## src/rtl/trace_neuron_pkg.sv

```systemverilog
// Shared types and width/bound helpers for the trace_neuron slice.
// The optional refractory feature lives in trace_neuron.sv under TRACE_NEURON_REFRACTORY_EN.
package trace_neuron_pkg;

  typedef enum logic [1:0] {
    IDLE    = 2'd0,
    SNAP    = 2'd1,
    ACCUM   = 2'd2,
    COMPARE = 2'd3
  } state_t;

  // Zero-extended trace (base+1 bits) times signed weight.
  function automatic int prod_width(input int base_w, input int weight_w);
    return base_w + weight_w + 1;
  endfunction

  function automatic longint sat_max(input int acc_w);
    return (longint'(1) <<< (acc_w - 1)) - longint'(1);
  endfunction

  function automatic longint sat_min(input int acc_w);
    return -(longint'(1) <<< (acc_w - 1));
  endfunction

endpackage

```

## src/rtl/trace_mac_sat.sv

```systemverilog
// Combinational multiply-accumulate step: acc + trace*weight, clamped to the
// signed accumulator range so an overflow pins at the rail instead of wrapping.
module trace_mac_sat
  import trace_neuron_pkg::*;
#(
  parameter int p_base_width   = 6,
  parameter int p_weight_width = 8,
  parameter int p_acc_width    = 18
) (
  input  logic signed [p_acc_width-1:0]    acc_in,
  input  logic        [p_base_width-1:0]   trace,
  input  logic signed [p_weight_width-1:0] weight,
  output logic signed [p_acc_width-1:0]    acc_out
);

  localparam int c_prod_width = prod_width(p_base_width, p_weight_width);
  // One guard bit above the wider operand makes the sum exact before clamping.
  localparam int c_sum_width  = ((p_acc_width > c_prod_width) ? p_acc_width : c_prod_width) + 1;
  localparam logic signed [c_sum_width-1:0] c_sum_max = c_sum_width'(sat_max(p_acc_width));
  localparam logic signed [c_sum_width-1:0] c_sum_min = c_sum_width'(sat_min(p_acc_width));
  localparam logic signed [p_acc_width-1:0] c_acc_max = p_acc_width'(sat_max(p_acc_width));
  localparam logic signed [p_acc_width-1:0] c_acc_min = p_acc_width'(sat_min(p_acc_width));

  logic signed [c_prod_width-1:0] prod;
  logic signed [c_sum_width-1:0]  sum;

  always_comb begin
    prod = c_prod_width'($signed({1'b0, trace})) * c_prod_width'(weight);
    sum  = c_sum_width'(acc_in) + c_sum_width'(prod);
    if (sum > c_sum_max) begin
      acc_out = c_acc_max;
    end else if (sum < c_sum_min) begin
      acc_out = c_acc_min;
    end else begin
      acc_out = sum[p_acc_width-1:0];
    end
  end

endmodule

```

## src/rtl/trace_neuron.sv

```systemverilog
// Snapshots a bank of trace counters on a trigger, forms a serial saturating
// weighted sum and compares it to a threshold. Optional: TRACE_NEURON_REFRACTORY_EN.
module trace_neuron
  import trace_neuron_pkg::*;
#(
  parameter int p_base_width   = 6,
  parameter int p_num_inputs   = 8,
  parameter int p_addr_width   = 3,
  parameter int p_weight_width = 8,
  parameter int p_acc_width    = 18
`ifdef TRACE_NEURON_REFRACTORY_EN
  , parameter int p_refractory = 16
`endif
) (
  input  logic                                   i_clk,
  input  logic                                   i_rst_n,
  input  logic                                   i_trigger,
  input  logic [p_num_inputs*p_base_width-1:0]   i_ln,
  input  logic                                   i_w_wr,
  input  logic [p_addr_width-1:0]                i_w_addr,
  input  logic signed [p_weight_width-1:0]       i_w_data,
  input  logic signed [p_acc_width-1:0]          i_threshold,
  output logic                                   o_busy,
  output logic                                   o_valid,
  output logic                                   o_spike,
  output logic signed [p_acc_width-1:0]          o_potential,
`ifdef TRACE_NEURON_REFRACTORY_EN
  output logic                                   o_refractory,
`endif
  output state_t                                 o_state
);

  localparam logic [p_addr_width-1:0] c_last_idx = p_addr_width'(p_num_inputs - 1);

  state_t                            state, state_nxt;
  logic        [p_base_width-1:0]    snap [p_num_inputs];
  logic signed [p_weight_width-1:0]  w    [p_num_inputs];
  logic signed [p_acc_width-1:0]     acc, acc_nxt;
  logic        [p_addr_width-1:0]    idx;
  logic                              trig_ok;
  logic                              fire;

  assign fire    = (acc >= i_threshold);
  assign o_busy  = (state != IDLE);
  assign o_state = state;

`ifdef TRACE_NEURON_REFRACTORY_EN
  localparam int c_refr_width = $clog2(p_refractory + 1);
  logic [c_refr_width-1:0] refr_cnt;

  assign trig_ok      = i_trigger && (refr_cnt == '0);
  assign o_refractory = (refr_cnt != '0);

  // Loads on the same edge that raises o_spike, so the flag and spike coincide.
  always_ff @(posedge i_clk or negedge i_rst_n) begin
    if (!i_rst_n) begin
      refr_cnt <= '0;
    end else if (state == COMPARE && fire) begin
      refr_cnt <= c_refr_width'(p_refractory);
    end else if (refr_cnt != '0) begin
      refr_cnt <= refr_cnt - c_refr_width'(1);
    end
  end
`else
  assign trig_ok = i_trigger;
`endif

  trace_mac_sat #(
    .p_base_width   (p_base_width),
    .p_weight_width (p_weight_width),
    .p_acc_width    (p_acc_width)
  ) u_mac (
    .acc_in  (acc),
    .trace   (snap[idx]),
    .weight  (w[idx]),
    .acc_out (acc_nxt)
  );

  always_ff @(posedge i_clk or negedge i_rst_n) begin
    if (!i_rst_n) begin
      state <= IDLE;
    end else begin
      state <= state_nxt;
    end
  end

  always_comb begin
    state_nxt = state;
    case (state)
      IDLE:    if (trig_ok) state_nxt = SNAP;
      SNAP:    state_nxt = ACCUM;
      ACCUM:   if (idx == c_last_idx) state_nxt = COMPARE;
      COMPARE: state_nxt = IDLE;
      default: state_nxt = IDLE;
    endcase
  end

  always_ff @(posedge i_clk or negedge i_rst_n) begin
    if (!i_rst_n) begin
      acc         <= '0;
      idx         <= '0;
      o_valid     <= 1'b0;
      o_spike     <= 1'b0;
      o_potential <= '0;
      for (int k = 0; k < p_num_inputs; k++) begin
        snap[k] <= '0;
        w[k]    <= '0;
      end
    end else begin
      o_valid <= 1'b0;
      o_spike <= 1'b0;
      // Weights are frozen for the whole evaluation; a write alongside the trigger still lands.
      if (i_w_wr && !o_busy && (32'(i_w_addr) < p_num_inputs)) begin
        w[i_w_addr] <= i_w_data;
      end
      case (state)
        SNAP: begin
          for (int k = 0; k < p_num_inputs; k++) begin
            snap[k] <= i_ln[k*p_base_width +: p_base_width];
          end
          acc <= '0;
          idx <= '0;
        end
        ACCUM: begin
          acc <= acc_nxt;
          idx <= idx + p_addr_width'(1);
        end
        COMPARE: begin
          o_potential <= acc;
          o_valid     <= 1'b1;
          o_spike     <= fire;
        end
        default: ;
      endcase
    end
  end

endmodule

```

## config.mk

```make
export PLATFORM = sky130hd
export DESIGN_NAME = trace_neuron
export DESIGN_NICKNAME = d
export VERILOG_FILES = /design/src/rtl/trace_neuron_pkg.sv /design/src/rtl/trace_mac_sat.sv /design/src/rtl/trace_neuron.sv
export SDC_FILE = /design/constraint.sdc
export NUM_CORES = 1
export LEC_CHECK = 0
export CAP_MARGIN = 5
export CORE_ASPECT_RATIO = 0.6
export CORE_UTILIZATION = 55
export CTS_BUF_LIST = sky130_fd_sc_hd__clkbuf_8
export DETAILED_ROUTE_END_ITERATION = 8
export GPL_TIMING_DRIVEN = 0
export PLACE_DENSITY_LB_ADDON = 0.3
export RECOVER_POWER = 50
export SETUP_SLACK_MARGIN = 0.05
export SLEW_MARGIN = 10
export SYNTH_ARGS = -nofsm -noshare
export SYNTH_HDL_FRONTEND = slang
export SYNTH_HIERARCHICAL = 1
export SYNTH_SLANG_ARGS = --single-unit
```

## constraint.sdc

```tcl
create_clock -name i_clk -period 8.32 [get_ports i_clk]
set_input_delay 0.832 -clock i_clk [delete_from_list [all_inputs] [get_ports i_clk]]
set_output_delay 0.832 -clock i_clk [all_outputs]
set_load 0.005 [all_outputs]
```

==> impl_metrics.json, run 1 <==
{
  "grt_pass1_vias": 7196,
  "io_buffers": 102,
  "clk_pin_slew_worst_paths_ns": 0.09,
  "drt_pass1_iterations": 7,
  "synth_fp_nets": 1101,
  "final_cell_area_um2": 12200,
  "synthTopCellsByArea": "dfrtp_1 (37%), mux2_2 (13%), fa_1 (11%), ha_1 (7.8%), mux4_2 (6.0%)",
  "worstSetupPathType": "flip-flop to flip-flop",
  "reg2reg_depth": 23,
  "antenna_found_initial": 1,
  "min_to": "snap[27]",
  "hold_viol_final": 0,
  "cts_tree": "done",
  "cp_max_fo": 10,
  "end_kind": "flip-flop",
  "postPlaceCellArea_um2": 11800,
  "tightest_slew_ns": 4.74,
  "clk_root_buffer_cell": "clkbuf_8",
  "synth.top_cell.area_share_pct": 37.2,
  "r2r_slack_ns": 1.05,
  "post-route-min-period_ns": 7.27,
  "crit_top_cell": "fa_1",
  "status": "finished with violations",
  "final_max_slew_viol_count": 158,
  "synth_ff_type": "dfrtp_1",
  "cp_cell_sequence": "buf_2, buf_1, mux4_2, nand2_1, nand2_1, and2_1, ha_1, xnor2_1, fa_1, fa_1, inv_1, fa_1, inv_1, ha_1, a21o_1, o21bai_1, a221oi_1, o41ai_2, xnor2_2, buf_2, maj3_2, nand3_1, o21ai_0",
  "worstHoldStart": "snap[27]",
  "overflow": 0,
  "antenna_cells": 0,
  "reg2reg_from": "idx[1]",
  "vias": 7064,
  "maxSlewHeadroom_pct": -217,
  "rows": 38,
  "critPathArrivalTime_ns": 7.64,
  "whs_path_depth": 1,
  "mostFrequentLayoutCells": "dfrtp_1 (155), inv_1 (154), mux2_2 (122)",
  "utilization_pct": 66.4,
  "clock_latency_ns": 0.46,
  "min_path_type": "flip-flop to flip-flop",
  "ys_seq_elements": 155,
  "mostFrequentLayoutCell": "dfrtp_1",
  "die_h_um": 109,
  "synth_cells": 898,
  "setup-tns-final_ns": 0,
  "cts_buffers": 17,
  "finClkSkew_ns": 0.0142,
  "failed_checks": "DRC, capacitance limit, slew limit",
  "track_usage_pct": 26.4,
  "areaGrowthSynthToFinish_pct": 16.5,
  "synth_edf_count": 0,
  "max_cap_violations": 2,
  "initial_core_util_pct": 57.0,
  "ys_seq_area_share_pct": 37.2,
  "synth_cell_types": 59,
  "drive_gt1_share_pct": 21.5,
  "htreeDepth": 4,
  "r2r-end": "acc[13]",
  "period_share_pct": 87.4,
  "coreArea_um2": 18300,
  "drt_iter0_markers": 430,
  "drt-wirelength-per-cell_um": 18.6,
  "worst_path_max_delay_cell": "buf_1",
  "clock-sinks": 155,
  "synth.largest_area_cell": "dfrtp_1",
  "chipWidth_um": 180,
  "cts_resized": 0,
  "finalSetupViolCount": 0,
  "whs_ns": 0.507,
  "grt_max_degree": 113,
  "drcViolationCount": 9,
  "gp_congestion": 0.865,
  "syn_area_per_cell_um2": 11.6,
  "nNetsFinal": 1223,
  "startpoint_type": "flip-flop",
  "cts_buffer_depth": 2,
  "mappedNetlistArea_um2": 10400,
  "cts_setup_buffers": 0,
  "cts_hold_buf": 0,
  "drtAntennaViolNets": 0,
  "dpl.hpwl_um": 18500,
  "clock.fmax_mhz": 137,
  "grt_pass1_wl_um": 39100,
  "die_area_um2": 19500,
  "via_per_inst": 5.55,
  "ys_async_sr_fraction_pct": 100,
  "grt_setup_unrepaired": "false",
  "cpPeakStageDelay_ns": 0.60,
  "wirelength_um": 23700,
  "yosys_warnings": 6,
  "cp.required_ns": 8.69,
  "io_pins": 104
}
-- critical path: cells and delay by family, from the launching register on --
kind                     cells  cell delay, ns
adder cells (fa/ha/maj)      6            2.52
buffers and inverters        5            1.33
AO/OA/AOI/OAI                5            1.02
XOR/XNOR                     2            0.91
AND/OR/NAND/NOR              4            0.58
multiplexers                 1            0.42
flip-flops                   1            0.40
-- layout make-up --
cell class | count | area [µm²]
well taps | 240 | 300
fillers | 1350 | 6150
clock buffers | 18 | 248
clock inverters | 13 | 151
inverters | 152 | 571
flip-flops and latches | 155 | 3880
multi-input cells | 562 | 5840
repair buffers | 103 | 1030
plain buffers | 29 | 134
-- layer usage --
metal  vias to the layer above  track usage, %  wire length (µm)
li1                       3250               -                 -
met1                      3537            40.9             11900
met2                       254            36.0              9340
met3                        21            8.15              2170
met4                         2            5.23               222
met5                         -               0                10
-- worst max path at each step --
stage                            endpoint  cells past startpoint     from
after floorplan                    acc[7]                     23   idx[0]
after global placement    o_potential[13]                      1  i_rst_n
after detailed placement          acc[13]                     23   idx[1]
after CTS                         acc[13]                     23   idx[1]
after global routing              o_valid                      2  i_rst_n
final                             acc[13]                     23   idx[1]
-- cell usage after synthesis (all sizes together), types with 2 or more instances --
master and instances:
dfrtp 155, inv 152, mux2 130, nand2 66, ha 65, fa 57, and2 33, nand3 29
mux4 28, o21ai 26, clkbuf 17, maj3 17, xnor2 16, a21o 14, a21oi 14, nor2 14
buf 12, a31oi 7, nor3 4, a221oi 3, nand3b 3, nand4 3, nor2b 3, xor2 3
a31o 2, nand2b 2, nor4b 2, o211ai 2, o21a 2, or3 2
-- state kept, by name, summed over array words and instances, names as in the netlist --
| register | flops |
|---|---|
| acc | 18 |
| idx | 3 |
| o_spike | 1 |
| snap | 48 |
| w | 64 |
| o_valid | 1 |
| o_potential | 18 |
| o_state | 2 |
-- kinds of logic after synthesis --
kind of cell,after synthesis,share of synthesized area (%)
simple gates,165,8.13
buf+inv,181,6.77
compound gates,80,5.22
fa+ha+maj,139,20.5
flops,155,37.2
mux,159,20.5
xor+xnor,19,1.74
-- per-stage QoR --
stage | setup WS, ns | instances
after floorplan | 2.05 | 898
after global placement | 0.176 | 1240
after detailed placement | 1.13 | 1241
after CTS | 1.03 | 1272
after global routing | 0.307 | 1272
final | 1.05 | 1272
Power of run 1 is left out: the tool's default activity adds up to more than one toggle a clock period on the data nets, which glitch-free logic cannot reach.
==> run 2, diff against run 1 <==
--- a/config.mk
+++ b/config.mk
@@ -5,6 +5,7 @@
 export SDC_FILE = /design/constraint.sdc
 export NUM_CORES = 1
 export LEC_CHECK = 0
+export ABC_AREA = 0
 export CAP_MARGIN = 5
 export CORE_ASPECT_RATIO = 0.6
 export CORE_UTILIZATION = 55
@@ -14,7 +15,7 @@
 export PLACE_DENSITY_LB_ADDON = 0.3
 export RECOVER_POWER = 50
 export SETUP_SLACK_MARGIN = 0.05
-export SLEW_MARGIN = 10
+export SLEW_MARGIN = 0
 export SYNTH_ARGS = -nofsm -noshare
 export SYNTH_HDL_FRONTEND = slang
 export SYNTH_HIERARCHICAL = 1
==> run 2 against run 1 <==
  * Via count up 0.52%
  * Critical path depth unchanged
  * First-iteration DRC count up 21%
  * Clock-buffer cell count unchanged
  * Final area up 0.58%
  * Sequential cell count unchanged
  * Global-route usage up 0.20 points
  * Hold slack about the same
  * The flow still finishes with violations (DRC, capacitance limit, slew limit)
  * Final cell count up 0.16%
  * Register-to-register slack better by 0.02 ns
==> impl_metrics.json, run 2 (synthesis results as in run 1) <==
{
  "status": "finished with violations",
  "failed_checks": "DRC, capacitance limit, slew limit",
  "cts_setup_buffers": 0,
  "grt_pass1_vias": 7241,
  "overflow": 0,
  "drcViolationCount": 18,
  "die_h_um": 109,
  "worstSetupPathType": "flip-flop to flip-flop",
  "cts_hold_buf": 0,
  "io_buffers": 102,
  "clock_latency_ns": 0.46,
  "largest_register": "w",
  "maxSlewHeadroom_pct": -184,
  "grt_busiest_layer": "met1",
  "cts_buffers": 17,
  "die_area_um2": 19500,
  "initial_core_util_pct": 57.0,
  "final_max_slew_viol_count": 79,
  "crit_start": "idx[1]",
  "period_share_pct": 87.2,
  "min_path_type": "flip-flop to flip-flop",
  "areaGrowthSynthToFinish_pct": 17.2,
  "rows": 38,
  "postLayoutSetupSlackWorst_ns": 1.07,
  "critPathArrivalTime_ns": 7.63,
  "drt_pass1_iterations": 7,
  "grt_max_degree": 80,
  "cts_buffer_depth": 2,
  "cp_max_fo": 10,
  "htreeDepth": 4,
  "clk_pin_slew_worst_paths_ns": 0.09,
  "cpPeakStageDelay_ns": 0.61,
  "use_met1_pct": 41.4,
  "top_regs": "w (64), snap (48)",
  "setup-tns-final_ns": 0,
  "whs_ns": 0.506,
  "drtAntennaViolNets": 0,
  "drt-wirelength-per-cell_um": 18.6,
  "finalSetupViolCount": 0,
  "drt_iter0_markers": 521,
  "io_pins": 104,
  "gp_congestion": 0.865,
  "hold_viol_final": 0,
  "cts_tree": "done",
  "dpl.hpwl_um": 18600,
  "tightest_slew_ns": 4.26,
  "nNetsFinal": 1223,
  "worstHoldStart": "snap[31]",
  "clock.fmax_mhz": 138,
  "wirelength_um": 23700,
  "chipWidth_um": 180,
  "crit_top_cell": "fa_1",
  "pre_cts_ws_ns": 1.11,
  "grt_setup_unrepaired": "false",
  "mostFrequentLayoutCells": "inv_1 (155), dfrtp_1 (155), mux2_2 (122)",
  "end_kind": "flip-flop",
  "finClkSkew_ns": 0.0125,
  "clock-sinks": 155,
  "max_cap_violations": 1,
  "cp_cell_sequence": "buf_2, buf_1, mux4_2, nand2_1, nand2_1, and2_1, ha_1, xnor2_1, fa_1, fa_1, inv_1, fa_1, inv_1, ha_1, a21o_1, o21bai_1, a221oi_1, o41ai_2, xnor2_2, buf_2, maj3_2, nand3_1, o21ai_0",
  "clk_root_buffer_cell": "clkbuf_8",
  "grtUsageMet3_pct": 8.02,
  "path_buf_inv": 5,
  "worst_path_max_delay_cell": "buf_1",
  "via_per_inst": 5.57,
  "largest_reg_flops": 64,
  "drive_gt1_share_pct": 21.7,
  "antenna_found_initial": 1,
  "reg2reg_from": "idx[1]",
  "cts_resized": 0,
  "startpoint_type": "flip-flop",
  "post-route-min-period_ns": 7.25,
  "track_usage_pct": 26.6,
  "coreArea_um2": 18300,
  "grt_pass1_wl_um": 39500,
  "use_met2_pct": 35.9,
  "vias": 7101,
  "cp.required_ns": 8.70,
  "crit_family": "adder cells"
}
## run 2: changes by cell type in the layout (fill, tap and decap cells not counted)
cell and delta:
clkbuf_1 -1, clkinv_4 -2, clkinv_2 -2, clkinvlp_4 +2
dlymetal6s2s_1 -1, buf_16 +1, diode_2 +1, bufinv_16 +2
inv_1 +1, buf_2 +1
## run 2: final timing paths
| kind | endpoint | slack, ns | cells after the start |
|---|---|---|---|
| min in group asynchronous | snap[36] | 1.88 | 1 |
| max in group asynchronous | w[60] | 4.08 | 1 |
| setup reg to reg | acc[13] | 1.07 | 23 |
| hold / removal | snap[31] | 0.51 | 1 |
| hold reg to reg | snap[31] | 0.51 | 1 |
| setup / recovery | acc[13] | 1.07 | 23 |
## run 2: routing by layer
layer / up-vias / part of all wire (%)
met4: 2 / 0.96
li1: 3262 / -
met2: 262 / 39
met1: 3553 / 50
met3: 22 / 9.7
met5: - / 0.055
## run 2: final cells by class
class	count	area [µm²]
inverters	152	571
diodes	1	2.50
flip-flops and latches	155	3880
clock buffers	18	248
fillers	1363	6080
clock inverters	14	203
repair buffers	103	1040
plain buffers	29	135
well taps	240	300
multi-input cells	562	5840
## run 2: stage by stage
stage | util, % | std cells | cell area, µm²
floorplan | - | 898 | 10400
CTS | 66.8 | 1273 | 12200
finish | 66.8 | 1274 | 12200
global placement | 64.2 | 1240 | 11800
detailed placement | 64.3 | 1241 | 11800
global route | 66.8 | 1273 | 12200
## run 2: worst reg2reg max path, cell delays in order, from the launching register on
cell      delay (ns)
dfrtp_1         0.40
buf_2           0.30
buf_1           0.61
mux4_2          0.40
nand2_1         0.09
nand2_1         0.21
and2_1          0.22
ha_1            0.32
xnor2_1         0.52
fa_1            0.54
fa_1            0.56
inv_1           0.06
fa_1            0.52
inv_1           0.04
ha_1            0.36
a21o_1          0.24
o21bai_1        0.18
a221oi_1        0.35
o41ai_2         0.17
xnor2_2         0.37
buf_2           0.30
maj3_2          0.22
nand3_1         0.08
o21ai_0         0.10
Power of run 2 is left out for the same reason.
==> run 3, diff against run 2 <==
--- a/config.mk
+++ b/config.mk
@@ -11,7 +11,7 @@
 export CORE_UTILIZATION = 55
 export CTS_BUF_LIST = sky130_fd_sc_hd__clkbuf_8
 export DETAILED_ROUTE_END_ITERATION = 8
-export GPL_TIMING_DRIVEN = 0
+export GPL_TIMING_DRIVEN = 1
 export PLACE_DENSITY_LB_ADDON = 0.3
 export RECOVER_POWER = 50
 export SETUP_SLACK_MARGIN = 0.05
==> run 3 against run 2 <==
  * The flow still finishes with violations (DRC, capacitance limit, slew limit)
  * Routed wire length increased by 0.11%
  * Final cell count decreased by 2.0%
  * Global-route usage increased by 0.077 points
  * Worst setup slack improved by 0.054 ns
  * Register-to-register slack improved by 0.05 ns
  * Maximum frequency rose by 0.75%
  * Sequential share of layout area increased by 0.42 points
  * Hold slack better by 0.0027 ns
  * Clock-buffer cell count unchanged
  * Utilization decreased by 0.85 points
  * Via count is 1.6% lower
  * Critical endpoint is now acc[1]
  * Largest cell class unchanged
  * Highest routed layer is now met4
==> impl_metrics.json, run 3 (synthesis results as in run 1) <==
{
  "status": "finished with violations",
  "failed_checks": "DRC, capacitance limit, slew limit",
  "clk_pin_slew_worst_paths_ns": 0.09,
  "post-route-min-period_ns": 7.20,
  "fill_cells": 1384,
  "cp_max_fo": 17,
  "via_per_inst": 5.60,
  "drt-wirelength-per-cell_um": 19.0,
  "grt_setup_unrepaired": "false",
  "use_met1_pct": 41.9,
  "mostFrequentLayoutCell": "dfrtp_1",
  "antenna_found_initial": 0,
  "vias": 6988,
  "cts_hold_buf": 0,
  "cp_cell_sequence": "mux4_2, nand2_1, nand2_1, and2_1, ha_1, xnor2_1, fa_1, fa_1, inv_1, fa_1, inv_1, ha_1, a21o_1, o21bai_1, a221oi_1, o41ai_2, xnor2_2, maj3_2, nand3_1, o21ai_0",
  "period_share_pct": 86.5,
  "antenna_cells": 0,
  "cts_resized": 0,
  "reg2reg_depth": 20,
  "cp.required_ns": 8.69,
  "coreArea_um2": 18300,
  "critPathArrivalTime_ns": 7.57,
  "final_cell_area_um2": 12100,
  "rows": 38,
  "worst_path_max_delay_cell": "dfrtp_2",
  "end_kind": "flip-flop",
  "use_met2_pct": 36.2,
  "clock.fmax_mhz": 139,
  "clock_latency_ns": 0.47,
  "grt_max_degree": 84,
  "htreeDepth": 4,
  "whs_ns": 0.509,
  "io_pins": 104,
  "largest_register": "w",
  "crit_start": "idx[0]",
  "top_regs": "w (64), snap (48)",
  "drt_pass1_iterations": 9,
  "r2r-end": "acc[1]",
  "finalSetupViolCount": 0,
  "crit_top_cell": "fa_1",
  "gp_congestion": 0.923,
  "grtUsageMet3_pct": 7.38,
  "final_max_slew_viol_count": 158,
  "cts_buffer_depth": 2,
  "cts_setup_buffers": 0,
  "initial_core_util_pct": 57.0,
  "clock-sinks": 155,
  "reg2reg_from": "idx[0]",
  "dpl.hpwl_um": 17300,
  "overflow": 0,
  "r2r_slack_ns": 1.12,
  "drt_iter0_markers": 603,
  "setup-tns-final_ns": 0,
  "ff_latch_area_um2": 3880,
  "startpoint_type": "flip-flop",
  "mostFrequentLayoutCells": "dfrtp_1 (154), inv_1 (152), mux2_2 (122)",
  "drtAntennaViolNets": 0,
  "postPlaceCellArea_um2": 11700,
  "grt_busiest_layer": "met1",
  "endpoint": "acc[1]",
  "cpPeakStageDelay_ns": 0.74,
  "nNetsFinal": 1198,
  "largest_reg_flops": 64,
  "clk_root_buffer_cell": "clkbuf_8",
  "maxSlewHeadroom_pct": -193,
  "grt_pass1_wl_um": 39400,
  "hold_viol_final": 0,
  "die_area_um2": 19500,
  "cts_tree": "done",
  "grt_pass1_vias": 7260,
  "max_cap_violations": 2,
  "wirelength_um": 23700,
  "die_h_um": 109,
  "io_buffers": 103,
  "track_usage_pct": 26.7,
  "min_path_type": "flip-flop to flip-flop",
  "cts_buffers": 17,
  "worstSetupPathType": "flip-flop to flip-flop",
  "multiInputGateArea_um2": 5850,
  "drcViolationCount": 9,
  "finClkSkew_ns": 0.0132,
  "tightest_slew_ns": 4.40,
  "whs_path_depth": 1,
  "chipWidth_um": 180,
  "drive_gt1_share_pct": 22.1,
  "areaGrowthSynthToFinish_pct": 15.7
}
==> run 3: worst min-delay path by stage <==
stage | startpoint | end | slack (ns)
finish | w[26] | w[26] | 0.51
global route | snap[31] | snap[31] | 0.52
CTS | i_rst_n | snap[0] | 0.41
detailed placement | w[60] | w[60] | 0.49
global placement | snap[30] | snap[30] | 0.49
floorplan | snap[6] | snap[6] | 0.48
==> run 3: stage by stage <==
step | utilization, % | std cells | setup slack (ns)
after CTS | 66.0 | 1248 | 1.10
after floorplan | - | 898 | 2.05
after detailed placement | 63.7 | 1216 | 1.16
after global routing | 65.9 | 1248 | 0.659
after global placement | 63.7 | 1216 | 1.21
final | 65.9 | 1248 | 1.12
==> run 3: cell type report <==
class | count | area share (%)
flip-flops and latches | 155 | 32.1
clock inverters | 14 | 1.42
multi-input cells | 562 | 48.4
clock buffers | 18 | 2.05
inverters | 152 | 4.73
repair buffers | 107 | 8.72
well taps | 240 | 2.49
==> run 3: layer usage <==
layer / up-vias / routed length (µm)
li1: 3208 / -
met1: 3513 / 12300
met2: 241 / 9360
met3: 26 / 1790
met4: 0 / 223
met5: - / 0
==> run 3: critical path, delay by kind of cell, from the launching register on <==
kind / cells / cell delay (ns)
adder cells (fa/ha/maj): 6 / 2.70
XOR/XNOR: 2 / 1.25
AO/OA/AOI/OAI: 5 / 1.07
flip-flops: 1 / 0.74
AND/OR/NAND/NOR: 4 / 0.62
multiplexers: 1 / 0.61
buffers and inverters: 2 / 0.11
Power of run 3 is left out for the same reason.
